===== src/rtl/cnn_pkg.sv =====
// Shared constants for the layer instruction sequencer: opcodes, FSM states,
// and control/status register bit positions.
package cnn_pkg;

  localparam int unsigned INST_COMPUTE_DEF    = 87;
  localparam int unsigned INST_LOADIFMAPS_DEF = 88;

  typedef enum logic [2:0] {
    ST_IDLE    = 3'd0,
    ST_LOAD    = 3'd1,
    ST_COMPUTE = 3'd2,
    ST_DRAIN   = 3'd3,
    ST_DONE    = 3'd4
  } state_e;

  localparam int unsigned CTRL1_POOL_BIT  = 0;
  localparam int unsigned CTRL1_LEN_LSB   = 16;
  localparam int unsigned CTRL2_ACK_BIT   = 5;

  localparam int unsigned STAT_BUSY       = 0;
  localparam int unsigned STAT_DONE       = 1;
  localparam int unsigned STAT_ERR_KERNEL = 2;
  localparam int unsigned STAT_ERR_OVF    = 3;
  localparam int unsigned STAT_STATE_LSB  = 4;
  localparam int unsigned STAT_WORDS_LSB  = 16;

endpackage


===== src/rtl/kernel_onehot_decode.sv =====
// Converts the one-hot kernel-size field into K and K*K; valid only when
// exactly one of the five bits is set.
module kernel_onehot_decode (
  input  logic [4:0] onehot,
  output logic [2:0] k,
  output logic [4:0] kk,
  output logic       valid
);

  always_comb begin
    k     = '0;
    kk    = '0;
    valid = 1'b0;
    unique case (onehot)
      5'b00001: begin k = 3'd1; kk = 5'd1;  valid = 1'b1; end
      5'b00010: begin k = 3'd2; kk = 5'd4;  valid = 1'b1; end
      5'b00100: begin k = 3'd3; kk = 5'd9;  valid = 1'b1; end
      5'b01000: begin k = 3'd4; kk = 5'd16; valid = 1'b1; end
      5'b10000: begin k = 3'd5; kk = 5'd25; valid = 1'b1; end
      default:  begin k = '0;   kk = '0;    valid = 1'b0; end
    endcase
  end

endmodule


===== src/rtl/layer_inst_sequencer.sv =====
// Decodes AXI-Lite control words into ifmap loads and convolution/pooling
// compute passes, driving the BRAM ports and MAC strobes, and reports status.
module layer_inst_sequencer
  import cnn_pkg::*;
#(
  parameter int unsigned BRAM_ADDRESS_WIDTH   = 12,
  parameter int unsigned C_S_AXIS_TDATA_WIDTH = 32,
  parameter int unsigned RD_LAT               = 1,
  parameter int unsigned MAC_LAT              = 2,
  parameter int unsigned INST_COMPUTE         = INST_COMPUTE_DEF,
  parameter int unsigned INST_LOADIFMAPS      = INST_LOADIFMAPS_DEF
) (
  input  logic                            clk,
  input  logic                            rst,
  input  logic [C_S_AXIS_TDATA_WIDTH-1:0] axi_control_0,
  input  logic [C_S_AXIS_TDATA_WIDTH-1:0] axi_control_1,
  input  logic [C_S_AXIS_TDATA_WIDTH-1:0] axi_control_2,
  output logic [C_S_AXIS_TDATA_WIDTH-1:0] axi_control_3,
  input  logic [C_S_AXIS_TDATA_WIDTH-1:0] S_AXIS_TDATA,
  input  logic                            S_AXIS_TVALID,
  input  logic                            S_AXIS_TLAST,
  output logic                            S_AXIS_TREADY,
  output logic                            bram_we,
  output logic [BRAM_ADDRESS_WIDTH-1:0]   bram_waddr,
  output logic [C_S_AXIS_TDATA_WIDTH-1:0] bram_wdata,
  output logic                            bram_re,
  output logic [BRAM_ADDRESS_WIDTH-1:0]   bram_raddr,
  output logic                            mac_en,
  output logic                            mac_clear,
  output logic                            mac_pool,
  output logic                            psum_valid
);

  localparam int unsigned AW        = BRAM_ADDRESS_WIDTH;
  localparam int unsigned DW        = C_S_AXIS_TDATA_WIDTH;
  // Cycles spent in DRAIN so psum_valid lands K*K+RD_LAT+MAC_LAT after accept.
  localparam int unsigned DRAIN_CYC = RD_LAT + MAC_LAT - 1;
  localparam int unsigned DCW       = (DRAIN_CYC > 1) ? $clog2(DRAIN_CYC) : 1;

  localparam logic [DW-1:0]  OP_COMPUTE = DW'(INST_COMPUTE);
  localparam logic [DW-1:0]  OP_LOAD    = DW'(INST_LOADIFMAPS);
  localparam logic [DCW-1:0] DRAIN_LAST = DCW'(DRAIN_CYC - 1);

  state_e             state_q, state_d;
  logic [DW-1:0]      prev_op_q, prev_op_d;
  logic [15:0]        cnt_q, cnt_d;
  logic [15:0]        len_q, len_d;
  logic [4:0]         kk_q, kk_d;
  logic [AW-1:0]      raddr_q, raddr_d;
  logic               re_q, re_d;
  logic               we_q, we_d;
  logic [AW-1:0]      waddr_q, waddr_d;
  logic [DW-1:0]      wdata_q, wdata_d;
  logic [RD_LAT-1:0]  en_sr_q, en_sr_d;
  logic [RD_LAT-1:0]  clr_sr_q, clr_sr_d;
  logic               pool_q, pool_d;
  logic               psum_q, psum_d;
  logic [DCW-1:0]     drain_q, drain_d;
  logic               err_k_q, err_k_d;
  logic               err_ovf_q, err_ovf_d;

  logic [2:0]         dec_k;
  logic [4:0]         dec_kk;
  logic               dec_valid;
  logic               op_new;
  logic [15:0]        cnt_inc;
  logic [AW-1:0]      last_raddr;
  logic               unused_bits;

  kernel_onehot_decode u_kdec (
    .onehot (axi_control_2[4:0]),
    .k      (dec_k),
    .kk     (dec_kk),
    .valid  (dec_valid)
  );

  assign op_new      = (axi_control_0 != prev_op_q);
  assign cnt_inc     = cnt_q + 16'd1;
  assign last_raddr  = AW'(kk_q) - AW'(1);
  assign unused_bits = ^{axi_control_1[DW-1:0], axi_control_2[DW-1:6], dec_k};

  always_comb begin
    state_d   = state_q;
    prev_op_d = axi_control_0;
    cnt_d     = cnt_q;
    len_d     = len_q;
    kk_d      = kk_q;
    raddr_d   = raddr_q;
    re_d      = 1'b0;
    we_d      = 1'b0;
    waddr_d   = waddr_q;
    wdata_d   = wdata_q;
    pool_d    = pool_q;
    psum_d    = 1'b0;
    drain_d   = drain_q;
    err_k_d   = err_k_q;
    err_ovf_d = err_ovf_q;
    en_sr_d    = en_sr_q << 1;
    en_sr_d[0] = re_q;
    clr_sr_d    = clr_sr_q << 1;
    clr_sr_d[0] = re_q && (raddr_q == '0);

    unique case (state_q)
      ST_IDLE: begin
        if (op_new && axi_control_0 == OP_COMPUTE) begin
          err_k_d   = ~dec_valid;
          err_ovf_d = 1'b0;
          if (dec_valid) begin
            kk_d    = dec_kk;
            pool_d  = axi_control_1[CTRL1_POOL_BIT];
            raddr_d = '0;
            re_d    = 1'b1;
            state_d = ST_COMPUTE;
          end
        end else if (op_new && axi_control_0 == OP_LOAD) begin
          err_k_d   = 1'b0;
          err_ovf_d = 1'b0;
          cnt_d     = '0;
          len_d     = axi_control_1[CTRL1_LEN_LSB +: 16];
          state_d   = ST_LOAD;
        end
      end
      ST_LOAD: begin
        if (S_AXIS_TVALID) begin
          we_d    = 1'b1;
          waddr_d = cnt_q[AW-1:0];
          wdata_d = S_AXIS_TDATA;
          cnt_d   = cnt_inc;
          // Top address is still written; the load then stops instead of wrapping.
          if (&cnt_q[AW-1:0]) begin
            err_ovf_d = 1'b1;
            state_d   = ST_DONE;
          end else if (S_AXIS_TLAST || (len_q != '0 && cnt_inc == len_q)) begin
            state_d = ST_DONE;
          end
        end
      end
      ST_COMPUTE: begin
        if (raddr_q == last_raddr) begin
          drain_d = '0;
          state_d = ST_DRAIN;
        end else begin
          raddr_d = raddr_q + AW'(1);
          re_d    = 1'b1;
        end
      end
      ST_DRAIN: begin
        if (drain_q == DRAIN_LAST) begin
          psum_d  = 1'b1;
          state_d = ST_DONE;
        end else begin
          drain_d = drain_q + DCW'(1);
        end
      end
      ST_DONE: begin
        if (axi_control_2[CTRL2_ACK_BIT]) state_d = ST_IDLE;
      end
      default: state_d = ST_IDLE;
    endcase
  end

  always_ff @(posedge clk) begin
    if (rst) begin
      state_q   <= ST_IDLE;
      prev_op_q <= '0;
      cnt_q     <= '0;
      len_q     <= '0;
      kk_q      <= '0;
      raddr_q   <= '0;
      re_q      <= 1'b0;
      we_q      <= 1'b0;
      waddr_q   <= '0;
      wdata_q   <= '0;
      en_sr_q   <= '0;
      clr_sr_q  <= '0;
      pool_q    <= 1'b0;
      psum_q    <= 1'b0;
      drain_q   <= '0;
      err_k_q   <= 1'b0;
      err_ovf_q <= 1'b0;
    end else begin
      state_q   <= state_d;
      prev_op_q <= prev_op_d;
      cnt_q     <= cnt_d;
      len_q     <= len_d;
      kk_q      <= kk_d;
      raddr_q   <= raddr_d;
      re_q      <= re_d;
      we_q      <= we_d;
      waddr_q   <= waddr_d;
      wdata_q   <= wdata_d;
      en_sr_q   <= en_sr_d;
      clr_sr_q  <= clr_sr_d;
      pool_q    <= pool_d;
      psum_q    <= psum_d;
      drain_q   <= drain_d;
      err_k_q   <= err_k_d;
      err_ovf_q <= err_ovf_d;
    end
  end

  always_comb begin
    axi_control_3                              = '0;
    axi_control_3[STAT_BUSY]                   = (state_q == ST_LOAD) || (state_q == ST_COMPUTE) ||
                                                 (state_q == ST_DRAIN);
    axi_control_3[STAT_DONE]                   = (state_q == ST_DONE);
    axi_control_3[STAT_ERR_KERNEL]             = err_k_q;
    axi_control_3[STAT_ERR_OVF]                = err_ovf_q;
    axi_control_3[STAT_STATE_LSB +: 3]         = state_q;
    axi_control_3[STAT_WORDS_LSB +: 16]        = cnt_q;
  end

  assign S_AXIS_TREADY = (state_q == ST_LOAD);
  assign bram_we       = we_q;
  assign bram_waddr    = waddr_q;
  assign bram_wdata    = wdata_q;
  assign bram_re       = re_q;
  assign bram_raddr    = raddr_q;
  assign mac_en        = en_sr_q[RD_LAT-1];
  assign mac_clear     = clr_sr_q[RD_LAT-1];
  assign mac_pool      = pool_q;
  assign psum_valid    = psum_q;

endmodule


===== config.mk =====
export PLATFORM = sky130hd
export DESIGN_NAME = layer_inst_sequencer
export DESIGN_NICKNAME = d
export VERILOG_FILES = /design/src/rtl/cnn_pkg.sv /design/src/rtl/kernel_onehot_decode.sv /design/src/rtl/layer_inst_sequencer.sv
export SDC_FILE = /design/constraint.sdc
export NUM_CORES = 1
export LEC_CHECK = 0
export ABC_AREA = 1
export ABC_CLOCK_PERIOD_IN_PS = 2350
export CAP_MARGIN = 20
export CORE_UTILIZATION = 46
export CTS_BUF_LIST = sky130_fd_sc_hd__clkbuf_8 sky130_fd_sc_hd__clkbuf_16
export DETAILED_ROUTE_END_ITERATION = 10
export PLACE_DENSITY = 0.89
export SYNTH_ARGS = -nofsm -noshare
export SYNTH_HDL_FRONTEND = slang
export SYNTH_SLANG_ARGS = --single-unit

===== constraint.sdc =====
create_clock -name clk -period 2.35 [get_ports clk]
set_clock_uncertainty 0.2 [all_clocks]
set_input_delay 0.235 -clock clk [delete_from_list [all_inputs] [get_ports clk]]
set_output_delay 0.235 -clock clk [all_outputs]
set_load 0.05 [all_outputs]

==> metrics.md, run 1 <==
| Metric | Value |
|---|---|
| Status | completed |
| Crit path DAT | 2.41 ns |
| Slowest cell on crit path | dfxtp_2 |
| Max Transition Viols Final | 0 |
| Placed instance area | 8772 um2 |
| WP data required | 2.46 ns |
| Switch share | 27.48% |
| CP Max Fanout | 5 |
| Tcrit/Tclk final | 97.74% |
| Sequential area share after synthesis | 41.03% |
| WS Path Type | reg2reg |
| Via count | 6957 |
| DRC viols | 0 |
| Fill cell count | 1103 |
| Total track usage | 25.10% |
| First-pass GRT wire length | 29.41 mm |
| # IOs | 227 |
| Dpl ws | -0.1336 ns |
| Final Hold Vio Count | 0 |
| Rel. slew slack | 49.68% |
| RSZ-0062 raised after global routing | yes |
| Top_reg_cell synth | dfxtp_1 |
| Leading area contributor after synthesis | dfxtp_1 |
| Register share of total power | 38.5% |
| Clk root buf | clkbuf_16 |
| Fraction of layout cells with a size suffix above 1 | 10.46% |
| Post-Layout Inst Area | 9534 um2 |
| Yosys reg bits | 136 |
| Detailed Place HPWL | 12.79 mm |
| VDD IR max | 611.6 uV |
| Ant diodes | 0 |
| Grt total ovfl | 0 |
| Final WL | 18.77 mm |
| Synthesized area per cell | 6.984 um2 |
| Yosys warns | 0 |
| Post-layout nets | 1290 |
| H-tree Lvls | 4 |
| CTS tree | done |
| Min Hold Slack | 0.2003 ns |
| First drt pass iteration count | 8 |
| Setup TNS | 0 ns |
| Initial Util | 47.43% |
| EDFF count, synth | 0 |
| RePlAce Congestion | 0.9388 |
| Drt wl/cell | 13.94 um |
| Clk network pwr share | 43.0% |
| Main area contributors after synthesis | dfxtp_1, nor2_1, nand2_1 |
| Area of the core | 13990 um2 |
| Die X | 122.1 um |
| Detail Route Antenna Nets | 0 |
| NetSw | 1.822 mW |
| Crit end category | flop |
| Total clock sinks | 136 |
| Clock slew at reported path FFs | 0.06 ns |
| Total power | 6.630 mW |
| Hold Path Class | in2reg |
| Min cycle time layout | 2.297 ns |
| Asr flop ratio synth | 0% |
| Setup crit start | cnt_q[0]$_SDFFE_PP0P_ |
| Die area | 14910 um2 |
| Num rows | 43 |
| Max clock buf depth | 2 |
| Mapped Area | 6635 um2 |
| Internal power | 4.808 mW |
| Layout area overhead | 43.69% |
| Syn Inst Count | 950 |
| PnR worst setup slack | 0.05307 ns |
| Initial antenna violation count | 1 |
| Leak | 3.865 nW |
| Worst-Margin Slew | 0.7547 ns |
| Clk Latency, worst-skew pair | 0.42 ns |
| Vias in the first global route | 6557 |
| Startpoint Class | flop |
| P per Cell Area | 695.4 nW/um2 |
| TritonCTS Buffers | 17 |
| Post-synth cell types | 39 |
| First DRT Iteration DRCs | 567 |
| CP peak stage delay | 0.34 ns |
| Die height | 122.1 um |
| Port bufs | 176 |
| Largest net degree at the start of global routing | 69 |
| Comb pwr share | 18.6% |
| Setup violations, final | 0 |
| Routed vias/inst | 5.169 |
| Synth top area share | 41.03% |
| Max Cap Viol | 0 |
| Worst r2r src | cnt_q[0]$_SDFFE_PP0P_ |
| CP Cell Sequence | buf_6, clkinvlp_4, buf_4, nor2_2, nand3_1, nand3_1, nand2_1, nor2_1, nand2_1, nor2_2, nand3_2, nand2_4, nand3_1, nand2_1, nor2_1 |
| F_max | 435.4 MHz |
| Source of the worst hold timing path | S_AXIS_TDATA[25] |
[cells in the mapped netlist, types with 7 or more instances]
cell and number:
clkbuf_1 24, inv_1 98, o21ai_0 67, nand3_1 85
nor3_1 7, xor2_1 11, a21oi_1 62, xnor2_1 32
nor2_1 176, nand4_1 31, buf_4 14, dfxtp_1 136
nand2_1 151, nand2_2 7
[state kept, by name, indices dropped and copies added (netlist names)]
| name | flops |
|---|---|
| bram_wdata | 32 |
| err_ovf_q | 1 |
| prev_op_q | 32 |
| psum_valid | 1 |
| bram_waddr | 12 |
| bram_we | 1 |
| cnt_q | 16 |
| mac_clear | 1 |
| state_q | 3 |
| bram_re | 1 |
| len_q | 16 |
| kk_q | 4 |
| mac_en | 1 |
| drain_q | 1 |
| mac_pool | 1 |
| bram_raddr | 12 |
| err_k_q | 1 |
[logic make-up after synthesis]
family	share of synthesized area [%]
AO/OA/AOI/OAI	10.65
buffers and inverters	9.315
AND/OR/NAND/NOR	32.51
XOR/XNOR	5.676
other	0.05652
adder cells (fa/ha/maj)	0.7543
flip-flops	41.03
[layer usage]
layer,GRT usage (%),vias up,wire length [um]
li1,-,3460,-
met1,28.69,3159,7547
met2,43.64,294,9396
met3,6.554,44,1399
met4,11.36,0,425
met5,0,-,0
[power groups by stage]
stage,registers [mW],clock network [mW],logic [mW]
2_1_floorplan,3.08,0,0.240
3_3_place_gp,2.59,0,1.20
3_5_place_dp,2.60,0,1.21
4_1_cts,2.55,2.88,1.22
5_1_grt,2.57,3.01,1.29
6_report,2.55,2.85,1.23
[final timing paths]
path | end | slack [ns] | cells after the start
worst max-delay path | state_q[1]$_SDFFE_PP0P_ | 0.05 | 15
worst min-delay path | bram_wdata[25]$_SDFFE_PP0P_ | 0.20 | 3
worst max register to register | state_q[1]$_SDFFE_PP0P_ | 0.05 | 15
worst min register to register | mac_en$_SDFF_PP0_ | 0.26 | 2
[cells in the final DEF (no fill, tap or decap), types with 2 or more instances in the layout]
master	instances
inv_1	99
nand3_2	4
xor2_1	11
nand3_1	84
bufinv_16	4
buf_12	7
clkbuf_8	4
nand2_1	151
clkinvlp_4	2
nand2_2	7
clkdlybuf4s50_1	172
o21ai_0	67
a21oi_1	62
buf_6	2
clkbuf_16	17
nor2_4	8
dfxtp_1	129
nor2_2	6
buf_4	38
nand4_1	31
nor4_1	3
nor3_1	7
dfxtp_2	6
clkinv_2	3
inv_2	2
xnor2_1	32
ha_1	3
nand2_4	2
a211oi_1	2
nor2_1	173
conb_1	9
[critical path, delay by kind of cell, from the launching register on]
family                 cells  cell delay [ns]
AND/OR/NAND/NOR           12             1.24
buffers and inverters      3             0.42
flip-flops                 1             0.34
[cell type report]
type / count / area, um2 / share of cell area (%)
inverter: 102 / 389.1 / 4.081
sequential: 136 / 2734 / 28.67
clock buffer: 21 / 480.5 / 5.039
multi-input combinational: 676 / 3372 / 35.37
tap: 180 / 225.2 / 2.362
timing repair buffer: 221 / 2183 / 22.90
clock inverter: 10 / 150.1 / 1.575
[stage by stage]
stage          utilization [%]  cells
6_report                 68.16   1346
5_1_grt                  68.16   1346
4_1_cts                  67.21   1336
3_5_place_dp             62.71   1305
3_3_place_gp             62.71   1305
2_1_floorplan                -    958
[what timing repair did]
action                                  CTS  global route
setup buffers                             0             9
pin swaps                                 0             7
endpoints found under the setup margin    1             7
hold endpoints to repair                  0             0
hold buffers                              0             0
gates cloned                              0             1
resized for setup                         1            16
Power figures use the tool's default switching activity.
==> run 2: changes to the inputs <==
--- a/config.mk
+++ b/config.mk
@@ -6,12 +6,12 @@
 export NUM_CORES = 1
 export LEC_CHECK = 0
 export ABC_AREA = 1
-export ABC_CLOCK_PERIOD_IN_PS = 2350
+export ABC_CLOCK_PERIOD_IN_PS = 1900
 export CAP_MARGIN = 20
-export CORE_UTILIZATION = 46
-export CTS_BUF_LIST = sky130_fd_sc_hd__clkbuf_8 sky130_fd_sc_hd__clkbuf_16
+export CORE_UTILIZATION = 40
+export CTS_BUF_LIST = sky130_fd_sc_hd__clkbuf_8
 export DETAILED_ROUTE_END_ITERATION = 10
-export PLACE_DENSITY = 0.89
+export PLACE_DENSITY = 0.83
 export SYNTH_ARGS = -nofsm -noshare
 export SYNTH_HDL_FRONTEND = slang
 export SYNTH_SLANG_ARGS = --single-unit
==> constraint.sdc (replaced) <==
create_clock -name clk -period 1.9 [get_ports clk]
set_clock_uncertainty 0.2 [all_clocks]
set_input_delay 0.19 -clock clk [delete_from_list [all_inputs] [get_ports clk]]
set_output_delay 0.19 -clock clk [all_outputs]
set_load 0.05 [all_outputs]
==> metrics.md, run 2 (synthesis gave the netlist of run 1 again) <==
| Metric | Value |
|---|---|
| First DRT Iteration DRCs | 494 (was 567) |
| Commonest non-fill, non-tap cells in the layout | buf_4, nor2_1, nand2_1, dfxtp_1, inv_1 (was nor2_1, clkdlybuf4s50_1, nand2_1, dfxtp_1, inv_1) |
| Worst-Margin Slew | 0.5433 ns (was 0.7547 ns) |
| Delay-heaviest family, CP | simple AND/OR/NAND/NOR gates (unchanged) |
| R2r worst-path depth | 17 (was 15) |
| CP Max Fanout | 5 (unchanged) |
| CP peak stage delay | 0.36 ns (was 0.34 ns) |
| Source of the worst hold timing path | S_AXIS_TDATA[21] (was S_AXIS_TDATA[25]) |
| Leak | 4.782 nW (was 3.865 nW) |
| Worst r2r src | cnt_q[1]$_SDFFE_PP0P_ (was cnt_q[0]$_SDFFE_PP0P_) |
| R2r setup slk | -0.26 ns (was 0.05 ns) |
| Post-layout nets | 1384 (was 1290) |
| Fraction of layout cells with a size suffix above 1 | 35.40% (was 10.46%) |
| Max clock buf depth | 2 (unchanged) |
| Grt total ovfl | 0 (unchanged) |
| Crit path DAT | 2.30 ns (was 2.41 ns) |
| TritonCTS Buffers | 17 (unchanged) |
| Final Util | 68.00% (was 68.16%) |
| Dpl ws | -0.5803 ns (was -0.1336 ns) |
| P per Cell Area | 670.6 nW/um2 (was 695.4 nW/um2) |
| H-tree Lvls | 4 (unchanged) |
| RSZ-0062 raised after global routing | yes (unchanged) |
| Total track usage | 25.78% (was 25.10%) |
| Die X | 130.8 um (was 122.1 um) |
| WP data required | 2.04 ns (was 2.46 ns) |
| Max Transition Viols Final | 0 (unchanged) |
| Total power | 7.323 mW (was 6.630 mW) |
| Drt wl/cell | 15.50 um (was 13.94 um) |
| DRC viols | 0 (unchanged) |
| Total clock sinks | 136 (unchanged) |
| Die area | 17110 um2 (was 14910 um2) |
| First-pass GRT wire length | 33.84 mm (was 29.41 mm) |
| First drt pass iteration count | 7 (was 8) |
| VDD IR max | 638.1 uV (was 611.6 uV) |
| Stages on worst setup path | 17 (was 15) |
| Initial Util | 41.32% (was 47.43%) |
| Fill cell count | 1194 (was 1103) |
| Min Hold Slack | 0.1122 ns (was 0.2003 ns) |
| RR Endpoint | state_q[1]$_SDFFE_PP0P_ (unchanged) |
| F_max | 462.5 MHz (was 435.4 MHz) |
| Num rows | 46 (was 43) |
| RePlAce Congestion | 0.8747 (was 0.9388) |
| WS Path Type | reg2reg (unchanged) |
| Ant diodes | 0 (unchanged) |
| Layout area overhead | 64.57% (was 43.69%) |
| Rel. slew slack | 63.78% (was 49.68%) |
| Initial antenna violation count | 0 (was 1) |
| Detail Route Antenna Nets | 0 (unchanged) |
| Hold Path Class | in2reg (unchanged) |
| CTS tree | done (unchanged) |
| Clock slew at reported path FFs | 0.08 ns (was 0.06 ns) |
| Startpoint Class | flop (unchanged) |
| Largest net degree at the start of global routing | 59 (was 69) |
| Slowest cell on crit path | dfxtp_4 (was dfxtp_2) |
| Final WL | 22.87 mm (was 18.77 mm) |
| Via count | 7587 (was 6957) |
| Clk root buf | clkbuf_8 (was clkbuf_16) |
| CP Cell Sequence | buf_4, nand2_2, nor2_4, buf_4, buf_4, nand2_2, nand2_2, nand3_1, nand2_1, nor2_1, nand2_1, nor2_2, nand3_2, nand2_4, nand3_1, nand2_1, nor2_1 (was buf_6, clkinvlp_4, buf_4, nor2_2, nand3_1, nand3_1, nand2_1, nor2_1, nand2_1, nor2_2, nand3_2, nand2_4, nand3_1, nand2_1, nor2_1) |
| Die height | 130.8 um (was 122.1 um) |
| Post-Layout Inst Area | 10920 um2 (was 9534 um2) |
| # IOs | 227 (unchanged) |
| Min cycle time layout | 2.162 ns (was 2.297 ns) |
| Setup TNS | -3.844 ns (was 0 ns) |
| Placed instance area | 9485 um2 (was 8772 um2) |
| Max Cap Viol | 0 (unchanged) |
| Hold path depth | 3 (unchanged) |
| Worst Hold End | bram_wdata[21]$_SDFFE_PP0P_ (was bram_wdata[25]$_SDFFE_PP0P_) |
| Fin cells | 1476 (was 1346) |
| Commonest non-fill, non-tap cell in the layout | buf_4 (was nor2_1) |
| Tcrit/Tclk final | 113.8% (was 97.74%) |
| Crit end category | flop (unchanged) |
| CP Buf/Inv Count | 3 (unchanged) |
| Failing checks | negative setup slack |
| Vias in the first global route | 7153 (was 6557) |
| Port bufs | 176 (unchanged) |
| Area of the core | 16060 um2 (was 13990 um2) |
| Clk Latency, worst-skew pair | 0.45 ns (was 0.42 ns) |
| Setup violations, final | 33 (was 0) |
| Status | finished, violations left (was completed) |
| PnR worst setup slack | -0.2621 ns (was 0.05307 ns) |
| Final Hold Vio Count | 0 (unchanged) |
| Routed vias/inst | 5.140 (was 5.169) |
| Detailed Place HPWL | 14.58 mm (was 12.79 mm) |
| Dpl cells | 1416 (was 1305) |
## run 2: cell count changes in the layout (fill, tap and decap cells not counted), moves of 25 or more
cell             before  now
a21oi_1              62    9
clkdlybuf4s50_1     172   86
buf_4                38  160
nand2_1             151  126
nand3_1              84   59
dfxtp_1             129  100
dlygate4sd2_1         1   34
a21oi_2               1   51
## run 2: how the worst max path moves through the flow
stage	end	start
3_3_place_gp	bram_raddr[5]$_SDFFE_PP0P_	axi_control_0[10]
5_1_grt	state_q[0]$_SDFFE_PP0P_	cnt_q[0]$_SDFFE_PP0P_
4_1_cts	state_q[0]$_SDFFE_PP0P_	cnt_q[1]$_SDFFE_PP0P_
2_1_floorplan	state_q[1]$_SDFFE_PP0P_	cnt_q[6]$_SDFFE_PP0P_
6_report	state_q[1]$_SDFFE_PP0P_	cnt_q[1]$_SDFFE_PP0P_
3_5_place_dp	bram_raddr[4]$_SDFFE_PP0P_	axi_control_0[26]
## run 2: cell type report
type | count | area (um2) | share of cell area [%]
tap | 216 | 270.3 | 2.475
timing repair buffer | 315 | 2924 | 26.78
timing repair inverter | 1 | 8.758 | 0.08021
inverter | 102 | 400.4 | 3.667
clock buffer | 20 | 275.3 | 2.521
sequential | 136 | 2793 | 25.58
multi-input combinational | 675 | 4081 | 37.38
clock inverter | 11 | 166.4 | 1.524
## run 2: repair_timing
action                                  in CTS  in global routing
resized for setup                          134                116
pin swaps                                   66                 42
hold buffers                                 1                  3
hold endpoints to repair                     9                  3
cloned                                       6                  1
setup buffers                               12                  8
endpoints found under the setup margin      90                 80
## run 2: where the power goes
part | switching [mW] | internal [mW] | leakage [nW]
logic | 0.984 | 0.518 | 3.44
clock network | 1.15 | 1.53 | 0.222
registers | 0.0988 | 3.04 | 1.12
## run 2: worst min-delay path, cell delays in order
cell and delay, ns:
clkdlybuf4s50_1 0.39, nor2_1 0.10, nor2_1 0.05
## run 2: routing by layer
| metal | global-route usage, % | routed length [um] |
|---|---|---|
| met5 | 0 | 0 |
| met4 | 12.51 | 735 |
| met2 | 43.76 | 11410 |
| met1 | 29.13 | 8798 |
| met3 | 8.428 | 1923 |
